--- src/rtl/bpu_ghr_idx_if.sv ---
// Gshare front-end bundle: predict request/response, branch update, and PHT port signals.
// The slave side is the predictor; dbg_state exposes its update FSM for checkers.
interface bpu_ghr_idx_if #(
    parameter int IDX_WIDTH = 11,
    parameter int PC_WIDTH  = 32
);
    logic                 i_pred_vld;
    logic [PC_WIDTH-1:0]  i_pred_pc;
    logic                 o_pred_rdy;
    logic                 o_pred_vld;
    logic                 o_pred_taken;
    logic [IDX_WIDTH-1:0] o_pred_ghr;

    logic                 i_upd_vld;
    logic [PC_WIDTH-1:0]  i_upd_pc;
    logic [IDX_WIDTH-1:0] i_upd_ghr;
    logic                 i_upd_taken;
    logic                 i_upd_mispred;
    logic                 o_upd_rdy;

    logic [IDX_WIDTH-1:0] o_pht_ridx;
    logic [1:0]           i_pht_rd_entry;
    logic                 o_pht_wren;
    logic [IDX_WIDTH-1:0] o_pht_widx;
    logic [1:0]           o_pht_wr_entry;

    logic [1:0]           dbg_state;

    modport master (
        output i_pred_vld, i_pred_pc, i_upd_vld, i_upd_pc, i_upd_ghr, i_upd_taken,
               i_upd_mispred, i_pht_rd_entry,
        input  o_pred_rdy, o_pred_vld, o_pred_taken, o_pred_ghr, o_upd_rdy,
               o_pht_ridx, o_pht_wren, o_pht_widx, o_pht_wr_entry, dbg_state
    );

    modport slave (
        input  i_pred_vld, i_pred_pc, i_upd_vld, i_upd_pc, i_upd_ghr, i_upd_taken,
               i_upd_mispred, i_pht_rd_entry,
        output o_pred_rdy, o_pred_vld, o_pred_taken, o_pred_ghr, o_upd_rdy,
               o_pht_ridx, o_pht_wren, o_pht_widx, o_pht_wr_entry, dbg_state
    );
endinterface

--- src/rtl/bpu_ghr_idx_module.sv ---
// Gshare front end: speculative GHR, PC^GHR hashing, update queue and PHT read-modify-write FSM.
// Optional macro BPU_GHR_WR_BYPASS_EN forwards the counter being written to a colliding prediction.
module bpu_ghr_idx_module #(
    parameter int IDX_WIDTH = 11,
    parameter int PC_WIDTH  = 32,
    parameter int UQ_DEPTH  = 4
) (
    input logic          clk,
    input logic          rst,
    bpu_ghr_idx_if.slave bus
);
    localparam int PW = $clog2(UQ_DEPTH);

    localparam logic [1:0] ST_IDLE = 2'd0;
    localparam logic [1:0] ST_RD   = 2'd1;
    localparam logic [1:0] ST_WR   = 2'd2;

    // Handshakes: a predict transfers when i_pred_vld & o_pred_rdy (same cycle, reported as
    // o_pred_vld); an update transfers when i_upd_vld & o_upd_rdy; unaccepted beats are dropped.
    logic [1:0]           state, state_n;
    logic [IDX_WIDTH-1:0] spec_ghr;
    logic [1:0]           cnt_q;
    logic [IDX_WIDTH-1:0] q_idx [UQ_DEPTH];
    logic [UQ_DEPTH-1:0]  q_taken;
    logic [PW-1:0]        wr_ptr, rd_ptr;
    logic [PW:0]          count, count_n;

    logic                 full, empty, push, pop, steal;
    logic [IDX_WIDTH-1:0] pred_idx, head_idx;
    logic [1:0]           wr_entry;

    function automatic logic [1:0] sat(input logic [1:0] c, input logic taken);
        if (taken) return (c == 2'd3) ? 2'd3 : c + 2'd1;
        else       return (c == 2'd0) ? 2'd0 : c - 2'd1;
    endfunction

    // The queue holds the hashed index rather than pc/ghr; only the hash is ever consumed.
    assign full     = (count == (PW+1)'(UQ_DEPTH));
    assign empty    = (count == '0);
    assign push     = bus.i_upd_vld && !full;
    assign pop      = (state == ST_WR);
    assign count_n  = count + (PW+1)'(push) - (PW+1)'(pop);
    assign head_idx = q_idx[rd_ptr];
    assign pred_idx = bus.i_pred_pc[IDX_WIDTH+1:2] ^ spec_ghr;
    assign steal    = (state == ST_RD) && (!bus.i_pred_vld || full);
    assign wr_entry = sat(cnt_q, q_taken[rd_ptr]);

    assign bus.o_pht_ridx     = steal ? head_idx : pred_idx;
    assign bus.o_pred_rdy     = !((state == ST_RD) && full);
    assign bus.o_pred_vld     = bus.i_pred_vld && bus.o_pred_rdy;
    assign bus.o_pred_ghr     = spec_ghr;
    assign bus.o_upd_rdy      = !full;
    assign bus.o_pht_wren     = pop;
    assign bus.o_pht_widx     = pop ? head_idx : '0;
    assign bus.o_pht_wr_entry = pop ? wr_entry : 2'd0;
    assign bus.dbg_state      = state;

`ifdef BPU_GHR_WR_BYPASS_EN
    assign bus.o_pred_taken = (pop && (pred_idx == head_idx)) ? wr_entry[1]
                                                               : bus.i_pht_rd_entry[1];
`else
    assign bus.o_pred_taken = bus.i_pht_rd_entry[1];
`endif

    always_comb begin
        state_n = state;
        case (state)
            ST_IDLE: if (!empty) state_n = ST_RD;
            ST_RD:   if (steal)  state_n = ST_WR;
            ST_WR:   state_n = (count_n != '0) ? ST_RD : ST_IDLE;
            default: state_n = ST_IDLE;
        endcase
    end

    always_ff @(posedge clk) begin
        if (rst) begin
            spec_ghr <= '0;
            state    <= ST_IDLE;
            cnt_q    <= 2'd0;
            wr_ptr   <= '0;
            rd_ptr   <= '0;
            count    <= '0;
        end else begin
            state <= state_n;
            count <= count_n;
            if (push) wr_ptr <= wr_ptr + PW'(1);
            if (pop)  rd_ptr <= rd_ptr + PW'(1);
            if (steal) cnt_q <= bus.i_pht_rd_entry;
            // A mispredict recovery wins over the same-cycle speculative shift.
            if (push && bus.i_upd_mispred)
                spec_ghr <= {bus.i_upd_ghr[IDX_WIDTH-2:0], bus.i_upd_taken};
            else if (bus.o_pred_vld)
                spec_ghr <= {spec_ghr[IDX_WIDTH-2:0], bus.o_pred_taken};
        end
    end

    always_ff @(posedge clk) begin
        if (push) begin
            q_idx[wr_ptr]   <= bus.i_upd_pc[IDX_WIDTH+1:2] ^ bus.i_upd_ghr;
            q_taken[wr_ptr] <= bus.i_upd_taken;
        end
    end

    logic unused_pc_bits;
    assign unused_pc_bits = ^{bus.i_pred_pc[PC_WIDTH-1:IDX_WIDTH+2], bus.i_pred_pc[1:0],
                              bus.i_upd_pc[PC_WIDTH-1:IDX_WIDTH+2], bus.i_upd_pc[1:0]};
endmodule
--- src/flat_wrapper.sv ---
// flat-port wrapper written by rule: the top's interface ports become plain ports
module bpu_ghr_idx_module_flat 
#(
    parameter int IDX_WIDTH = 11,
    parameter int PC_WIDTH  = 32,
    parameter int UQ_DEPTH  = 4
)
  (clk, rst, bus_i_pred_vld, bus_i_pred_pc, bus_i_upd_vld, bus_i_upd_pc, bus_i_upd_ghr, bus_i_upd_taken, bus_i_upd_mispred, bus_i_pht_rd_entry, bus_o_pred_rdy, bus_o_pred_vld, bus_o_pred_taken, bus_o_pred_ghr, bus_o_upd_rdy, bus_o_pht_ridx, bus_o_pht_wren, bus_o_pht_widx, bus_o_pht_wr_entry, bus_dbg_state);
  bpu_ghr_idx_if #(.IDX_WIDTH(IDX_WIDTH), .PC_WIDTH(PC_WIDTH)) bus_i ();
  input logic clk;
  input logic rst;
  input wire logic [$bits(bus_i.i_pred_vld)-1:0] bus_i_pred_vld;
  input wire logic [$bits(bus_i.i_pred_pc)-1:0] bus_i_pred_pc;
  input wire logic [$bits(bus_i.i_upd_vld)-1:0] bus_i_upd_vld;
  input wire logic [$bits(bus_i.i_upd_pc)-1:0] bus_i_upd_pc;
  input wire logic [$bits(bus_i.i_upd_ghr)-1:0] bus_i_upd_ghr;
  input wire logic [$bits(bus_i.i_upd_taken)-1:0] bus_i_upd_taken;
  input wire logic [$bits(bus_i.i_upd_mispred)-1:0] bus_i_upd_mispred;
  input wire logic [$bits(bus_i.i_pht_rd_entry)-1:0] bus_i_pht_rd_entry;
  output wire logic [$bits(bus_i.o_pred_rdy)-1:0] bus_o_pred_rdy;
  output wire logic [$bits(bus_i.o_pred_vld)-1:0] bus_o_pred_vld;
  output wire logic [$bits(bus_i.o_pred_taken)-1:0] bus_o_pred_taken;
  output wire logic [$bits(bus_i.o_pred_ghr)-1:0] bus_o_pred_ghr;
  output wire logic [$bits(bus_i.o_upd_rdy)-1:0] bus_o_upd_rdy;
  output wire logic [$bits(bus_i.o_pht_ridx)-1:0] bus_o_pht_ridx;
  output wire logic [$bits(bus_i.o_pht_wren)-1:0] bus_o_pht_wren;
  output wire logic [$bits(bus_i.o_pht_widx)-1:0] bus_o_pht_widx;
  output wire logic [$bits(bus_i.o_pht_wr_entry)-1:0] bus_o_pht_wr_entry;
  output wire logic [$bits(bus_i.dbg_state)-1:0] bus_dbg_state;
  assign bus_i.i_pred_vld = bus_i_pred_vld;
  assign bus_i.i_pred_pc = bus_i_pred_pc;
  assign bus_i.i_upd_vld = bus_i_upd_vld;
  assign bus_i.i_upd_pc = bus_i_upd_pc;
  assign bus_i.i_upd_ghr = bus_i_upd_ghr;
  assign bus_i.i_upd_taken = bus_i_upd_taken;
  assign bus_i.i_upd_mispred = bus_i_upd_mispred;
  assign bus_i.i_pht_rd_entry = bus_i_pht_rd_entry;
  assign bus_o_pred_rdy = bus_i.o_pred_rdy;
  assign bus_o_pred_vld = bus_i.o_pred_vld;
  assign bus_o_pred_taken = bus_i.o_pred_taken;
  assign bus_o_pred_ghr = bus_i.o_pred_ghr;
  assign bus_o_upd_rdy = bus_i.o_upd_rdy;
  assign bus_o_pht_ridx = bus_i.o_pht_ridx;
  assign bus_o_pht_wren = bus_i.o_pht_wren;
  assign bus_o_pht_widx = bus_i.o_pht_widx;
  assign bus_o_pht_wr_entry = bus_i.o_pht_wr_entry;
  assign bus_dbg_state = bus_i.dbg_state;
  bpu_ghr_idx_module #(.IDX_WIDTH(IDX_WIDTH), .PC_WIDTH(PC_WIDTH), .UQ_DEPTH(UQ_DEPTH)) u_core (.clk(clk), .rst(rst), .bus(bus_i));
endmodule
--- config.mk ---
export PLATFORM = sky130hd
export DESIGN_NAME = bpu_ghr_idx_module_flat
export DESIGN_NICKNAME = d
export VERILOG_FILES = /design/src/rtl/bpu_ghr_idx_if.sv /design/src/rtl/bpu_ghr_idx_module.sv /design/src/flat_wrapper.sv
export SDC_FILE = /design/constraint.sdc
export NUM_CORES = 1
export LEC_CHECK = 0
export CORE_MARGIN = 2
export CORE_UTILIZATION = 38
export DETAILED_ROUTE_END_ITERATION = 8
export GPL_ROUTABILITY_DRIVEN = 0
export PLACE_DENSITY = 0.79
export SETUP_SLACK_MARGIN = 0.05
export SLEW_MARGIN = 20
export SYNTH_ARGS = -nofsm -noshare
export SYNTH_HDL_FRONTEND = slang
export SYNTH_SLANG_ARGS = --single-unit
--- constraint.sdc ---
create_clock -name clk -period 3 [get_ports clk]
set_input_delay 0.3 -clock clk [delete_from_list [all_inputs] [get_ports clk]]
set_output_delay 0.3 -clock clk [all_outputs]
set_load 0.02 [all_outputs]
==> results of run 1 <==
## worst max-delay path: stages, from the launching register on
cell and delay (ns):
dfxtp_1 0.38, nor3b_4 0.22, inv_2 0.14, a21oi_4 0.26
buf_4 0.28, nand2_1 0.07, o21ai_0 0.08, clkdlybuf4s50_1 0.63
## flip-flops by register name, summed over array words and instances, names as in the netlist, named ones only
name,flops
u_core.rd_ptr,2
u_core.bus.dbg_state,2
u_core.bus.o_pred_ghr,11
u_core.cnt_q,2
u_core.count,3
u_core.wr_ptr,2
u_core.q_taken,4
u_core.q_idx,44
## through the flow
stage	std cells	utilization, %	worst slack, ns
finish	455	52.0	0.294
global placement	439	49.4	0.549
detailed placement	439	49.4	0.528
CTS	455	52.0	0.278
floorplan	257	-	0.367
global route	455	52.0	0.115
## area by class of cell
cell class                      count  area share (%)
Clock buffer                       13            3.57
Multi-Input combinational cell    162            28.5
Clock inverter                      3            1.43
Inverter                            9           0.759
Sequential cell                    72            43.2
Timing Repair Buffer               88            19.5
Tap cell                          108            3.04
## worst paths after layout
path,startpoint,end,slack (ns),cells past startpoint
max reg2reg,u_core.count[2]$_SDFF_PP0_,u_core.bus.dbg_state[0]$_SDFFE_PP0P_,0.58,9
min reg2reg,u_core.bus.o_pred_ghr[10]$_SDFFE_PP0P_,u_core.bus.o_pred_ghr[10]$_SDFFE_PP0P_,0.51,2
min,u_core.bus.o_pred_ghr[10]$_SDFFE_PP0P_,u_core.bus.o_pred_ghr[10]$_SDFFE_PP0P_,0.51,2
max,u_core.count[2]$_SDFF_PP0_,bus_o_pht_ridx[5],0.29,7
## cells in the final DEF, fill, tap and decap left out, types with 2 or more instances in the layout
master and n:
xnor2_1 15, and2_1 11, nand2_1 38, clkdlybuf4s50_1 82, clkbuf_1 2, a311oi_2 2
a311oi_1 9, inv_1 8, clkbuf_8 11, dfxtp_1 24, bufinv_16 2, nor2b_1 5
nor2_1 18, xor2_1 12, mux4_2 12, edfxtp_1 48, o211ai_1 2, ha_1 6
buf_4 6, nand3_1 3, o21ai_0 11, mux2i_1 3, and3_2 4
## cell families (layout without fill, tap and decap cells)
kind of cell             Yosys count  in the layout  synth area share, %
adder cells (fa/ha/maj)            7              7                 2.88
multiplexers                      15             15                 9.09
AO/OA/AOI/OAI                     29             29                 7.05
buffers and inverters             23            113                 3.37
AND/OR/NAND/NOR                   84             84                 12.2
XOR/XNOR                          27             27                 7.16
flip-flops                        72             72                 58.2
## layer usage
layer	vias up	wire length (um)	global-route usage, %
li1	1083	-	-
met1	1106	3270	21.0
met2	61	3690	27.1
met3	10	336	3.60
met4	0	127	6.09
met5	-	0	0
## power breakdown
group,switching (mW),total (mW),internal (mW),leakage (nW)
registers,0.0825,1.28,1.20,0.637
logic,0.495,0.956,0.461,0.782
clock network,0.339,0.851,0.512,0.111
==> implementation parameters, run 1 <==
Parameter                              Value

Outcome
  Outcome    finished clean

Floorplanning
  Die ar.    9450 um^2
  Site row count    34
  Area of the core    8550 um^2
  Die span in x    97.2 um
  I/O pins    125
  Initial Utilization    38.6%
  Floorplan die height    97.2 um

Yosys
  Largest cells by area after synthesis    edfxtp_1 44%, dfxtp_1 15%, mux4_2 8.2%
  Most common flop cell mapped by yosys    edfxtp_1
  Most used standard cells in the synthesized netlist    48 x edfxtp_1, 38 x nand2_1, 24 x dfxtp_1
  Number of cells produced by synthesis    257
  Sequential element share of the synthesized area    58.2%
  Nets in the synthesized netlist    347
  Synthesized cell area    3300 um^2
  Flops & latches, synth    72
  Async set or reset register ratio after synthesis    0%
  Dominant cell by count in the synthesized netlist    edfxtp_1
  Share of the synthesized area in the top cell type    43.7%
  Number of different library cells in the post-synthesis netlist    34
  Top cell type by total area after synthesis    edfxtp_1
  Number of enable-type register cells in the synthesized netlist    48
  Mean cell area of the mapped netlist    12.8 um^2
  Syn. warnings    0

Timing
  Total negative slack for setup checks    0 ns
  Final Max Slew Viols    0
  Setup violation total in the final timing report    0
  Hold slack    0.514 ns
  Final critical-path share of the clock period    90.2%
  Headroom to the max-slew limit    33.0%
  Peak Freq    0.370 GHz
  Worst clock skew    0.00744 ns
  RSZ-0062 raised after global routing    no
  Count of final hold-check violations    0
  Final worst path period need    2.71 ns
  Worst Tran Pin Value    1.00 ns

Drt
  Detail-routed via count per cell    4.97
  Length of the first detailed-routing pass in iterations    4
  Antenna viol nets, final    0
  Overall via count from detail_route    2,260
  Total wire length    7430 um
  Routed wire per std cell    16.3 um
  DRC violations left    0
  Number of DRC violations after detailed-routing iteration 0    86

Flow run
  Maximum capacitance violations    0

Critical path
  Crit start category    register
  Type of destination of the critical path    output port
  Data required time of the critical path    2.70 ns
  Maximum fanout along the worst path    19
  Arrival time worst endpoint    2.41 ns
  Worst setup path category    register to output port

Placement
  Placed inst area    4230 um^2
  Buffers added on ports    82
  Total half-perimeter wirelength after legalization and detailed placement    5220 um

Clocking
  Clock Latency Late Sink    0.34 ns
  Post-CTS setup buffer count    0
  Clock tree from TritonCTS    built
  Clock sink count    72
  Root cell of the clock tree    clkbuf_8
  H-tree levels    3
  Number of resized instances in the post-cts repair step    0
  Maximum clock path buffer count    2
  Clock transition at the registers of the reported paths    0.07 ns
  Total CTS buffers    9
  Number of hold buffers added after cts    0

Layout
  Area occupied by multi-input gates    1270 um^2
  Share of cells above drive strength 1    12.4%
  Antenna diode count    0
  Fillers    726
  Register Area    1920 um^2
  Net total in the final layout    432
  Layout overhead on the synthesized area    34.7%
  Area of all placed cells without fillers    4450 um^2

Power and ir drop
  Maximum resistive drop on vdd    0.000265 V
  Power Density    695 nW/um^2
  Leakage component of the power    1.53 nW
  Total power    3.09 mW

Global route
  Combined global-route utilization of all metal layers    16.3%
  Vias in the first global route    2,277
  First-pass GRT wire length    11,800 um
  Total gr overflow    0
  Antenna violations before repair    0
  Largest net degree at the start of global routing    24

Worst hold path
  Hold Crit Class    register to register
No activity file was read; power rests on OpenSTA's default activity.
==> run 2: changes to the inputs <==
Settings changed: ABC_AREA from default to 1, PLACE_DENSITY 0.79 to 0.78, SETUP_SLACK_MARGIN 0.05 to 0.15.
==> implementation parameters, run 2 <==
Parameter                              Value

Drt
  Overall via count from detail_route    2,878 (+27%)
  Total wire length    8630 um (+16%)
  Length of the first detailed-routing pass in iterations    5 (+1)
  Antenna viol nets, final    0 (unchanged)
  Detail-routed via count per cell    5.02 (+1.1%)
  Number of DRC violations after detailed-routing iteration 0    169 (+97%)
  DRC violations left    0 (unchanged)
  Routed wire per std cell    15.1 um (-7.8%)

Critical path
  Crit start category    register
  Crit Reg-Reg Startpoint    u_core.count[1]$_SDFF_PP0_
  Type of destination of the critical path    output port
  Data required time of the critical path    2.70 ns (about the same)
  Destination of the worst register-to-register timing path    u_core.bus.dbg_state[0]$_SDFFE_PP0P_
  Arrival time worst endpoint    2.35 ns (-0.06 ns)
  Maximum fanout along the worst path    22 (+3)
  Reg2reg path depth    10 (+1)
  Register-to-register setup slack    0.79 ns (+0.21 ns)
  Worst setup path category    register to output port

Floorplanning
  Die ar.    9920 um^2 (+5.0%)
  Site row count    34 (unchanged)
  Initial Utilization    39.5% (+0.84 points)
  Area of the core    8810 um^2 (+3.0%)
  Floorplan die height    99.6 um (+2.5%)
  Die span in x    99.6 um (+2.5%)
  I/O pins    125 (unchanged)

Yosys
  Largest cells by area after synthesis    edfxtp_1 41%, dfxtp_1 14%, nand2_1 12%
  Sequential element share of the synthesized area    55.3% (-2.9 points)
  Async set or reset register ratio after synthesis    0% (unchanged)
  Number of different library cells in the post-synthesis netlist    28 (-18%)
  Most used standard cells in the synthesized netlist    109 x nand2_1, 48 x edfxtp_1, 40 x a21oi_1
  Syn. warnings    0 (unchanged)
  Nets in the synthesized netlist    467 (+35%)
  Number of cells produced by synthesis    377 (+47%)
  Share of the synthesized area in the top cell type    41.5% (-2.2 points)
  Dominant cell by count in the synthesized netlist    nand2_1
  Most common flop cell mapped by yosys    edfxtp_1
  Mean cell area of the mapped netlist    9.22 um^2 (-28%)
  Flops & latches, synth    72 (unchanged)
  Synthesized cell area    3470 um^2 (+5.2%)
  Number of enable-type register cells in the synthesized netlist    48 (unchanged)
  Top cell type by total area after synthesis    edfxtp_1

Power and ir drop
  Leakage component of the power    1.84 nW (+20%)
  Maximum resistive drop on vdd    0.000473 V (+79%)
  Total power    3.12 mW (+0.77%)
  Power Density    677 nW/um^2 (-2.6%)

Global route
  Antenna violations before repair    0 (unchanged)
  Total gr overflow    0 (unchanged)
  Vias in the first global route    2,833 (+24%)
  Largest net degree at the start of global routing    26 (+8.3%)
  Combined global-route utilization of all metal layers    17.4% (+1.2 points)
  First-pass GRT wire length    13,700 um (+15%)

Layout
  Net total in the final layout    550 (+27%)
  Max FFs per register    44 (unchanged)
  Leading cell type in the layout, fill and taps excluded    nand2_1
  Count of non-filler cells in the finished layout    573 (+26%)
  Antenna diode count    0 (unchanged)
  Register with the most flip-flops    u_core.q_idx
  Fillers    776 (+6.9%)
  Layout overhead on the synthesized area    32.5%
  Share of cells above drive strength 1    7.31% (-5.1 points)
  Commonest cells after routing, fill and taps aside    109 x nand2_1, 82 x clkdlybuf4s50_1, 48 x edfxtp_1

Flow run
  Maximum capacitance violations    0 (unchanged)

Placement
  Total half-perimeter wirelength after legalization and detailed placement    6240 um (+20%)
  Buffers added on ports    82 (unchanged)
  Number of cells in the design after placement    557 (+27%)

Worst hold path
  Hold Path Origin    u_core.rd_ptr[1]$_SDFFE_PP0N_
  Worst Hold Endpoint    u_core.rd_ptr[1]$_SDFFE_PP0N_
  Hold Crit Class    register to register
  Worst hold stages    2 (unchanged)

Clocking
  Clock tree from TritonCTS    built
  Clock Latency Late Sink    0.34 ns (about the same)
  Clock sink count    72 (unchanged)
  H-tree levels    3 (unchanged)
  Maximum clock path buffer count    2 (unchanged)
  Total CTS buffers    9 (unchanged)
  Root cell of the clock tree    clkbuf_8
  Number of hold buffers added after cts    0 (unchanged)
  Clock transition at the registers of the reported paths    0.08 ns (about the same)

Timing
  Worst Tran Pin Value    0.607 ns (-0.394 ns)
  Final Max Slew Viols    0 (unchanged)
  Count of final hold-check violations    0 (unchanged)
  Hold slack    0.525 ns (+0.0104 ns)
  Setup violation total in the final timing report    0 (unchanged)
  Final critical-path share of the clock period    88.3% (-1.9 points)
  Worst clock skew    0.0122 ns (+0.00474 ns)
  Final worst path period need    2.65 ns (-0.0577 ns)
  Headroom to the max-slew limit    59.4% (+26 points)
  Total negative slack for setup checks    0 ns (unchanged)
  Peak Freq    0.378 GHz (+2.2%)
  RSZ-0062 raised after global routing    no

Outcome
  Outcome    finished clean
==> run 2: power breakdown <==
part	total, mW	internal, mW	switching (mW)	leakage (nW)
combinational	1.03	0.402	0.628	1.09
sequential	1.27	1.20	0.0772	0.636
clock	0.811	0.466	0.346	0.110
==> run 2: worst max-delay path: stages (launching register included) <==
cell,delay (ns)
dfxtp_1,0.39
clkinvlp_4,0.37
nand2_1,0.16
a21oi_1,0.09
a21oi_1,0.34
nor2_1,0.10
clkdlybuf4s50_1,0.56
==> run 2: stage by stage <==
step	setup slack [ns]	instance area, um^2	util (%)
5_1_grt	0.207	4600	52.3
3_3_place_gp	0.432	4390	49.8
2_1_floorplan	0.618	3470	-
6_report	0.352	4600	52.3
3_5_place_dp	0.424	4390	49.8
4_1_cts	0.322	4600	52.2
==> run 2: cell type report <==
class | count | area, um^2 | area share, %
multi-input combinational | 260 | 1350 | 29.3
inverter | 27 | 105 | 2.28
clock buffer | 10 | 128 | 2.77
sequential | 72 | 1920 | 41.8
tap | 108 | 135 | 2.94
timing repair buffer | 90 | 881 | 19.1
clock inverter | 6 | 83.8 | 1.82
==> run 2: worst max path at each step <==
stage                                                    start                                   end  slack (ns)
after floorplan           u_core.bus.dbg_state[1]$_SDFFE_PP0P_  u_core.bus.dbg_state[0]$_SDFFE_PP0P_        0.62
after global placement                          bus_i_pred_vld                     bus_o_pht_ridx[5]        0.43
after detailed placement                        bus_i_pred_vld                     bus_o_pht_ridx[7]        0.42
after CTS                                             register                     bus_o_pht_widx[9]        0.32
after global routing                u_core.count[1]$_SDFF_PP0_                     bus_o_pht_ridx[7]        0.21
final                                                 register                     bus_o_pht_widx[6]        0.35
==> run 2: kinds of logic (layout without fill, tap and decap cells) <==
logic type                 count (synthesis)  in the layout  synth area share, %
and+or+nand+nor                          165            165                 20.4
DFF                                       72             72                 55.3
AOI/OAI and AO/OA                         66             66                 10.1
buffers and inverters                     45            133                 5.94
xor gates and xnor gates                  22             22                 5.55
adders and majority gates                  7              7                 2.74
==> run 2: what timing repair did <==
item	4_1_cts	5_1_grt
gates resized for setup	0	2
buffers inserted	0	0
setup endpoints to repair	0	1
hold endpoints to repair	0	0
==> run 2: routing by layer <==
layer / share of wire [%] / vias up / GRT usage [%]
met5: 0 / - / 0
met4: 1.4 / 0 / 8.43
met3: 4.9 / 13 / 2.81
met2: 53 / 103 / 30.0
met1: 41 / 1343 / 21.3
li1: - / 1419 / -
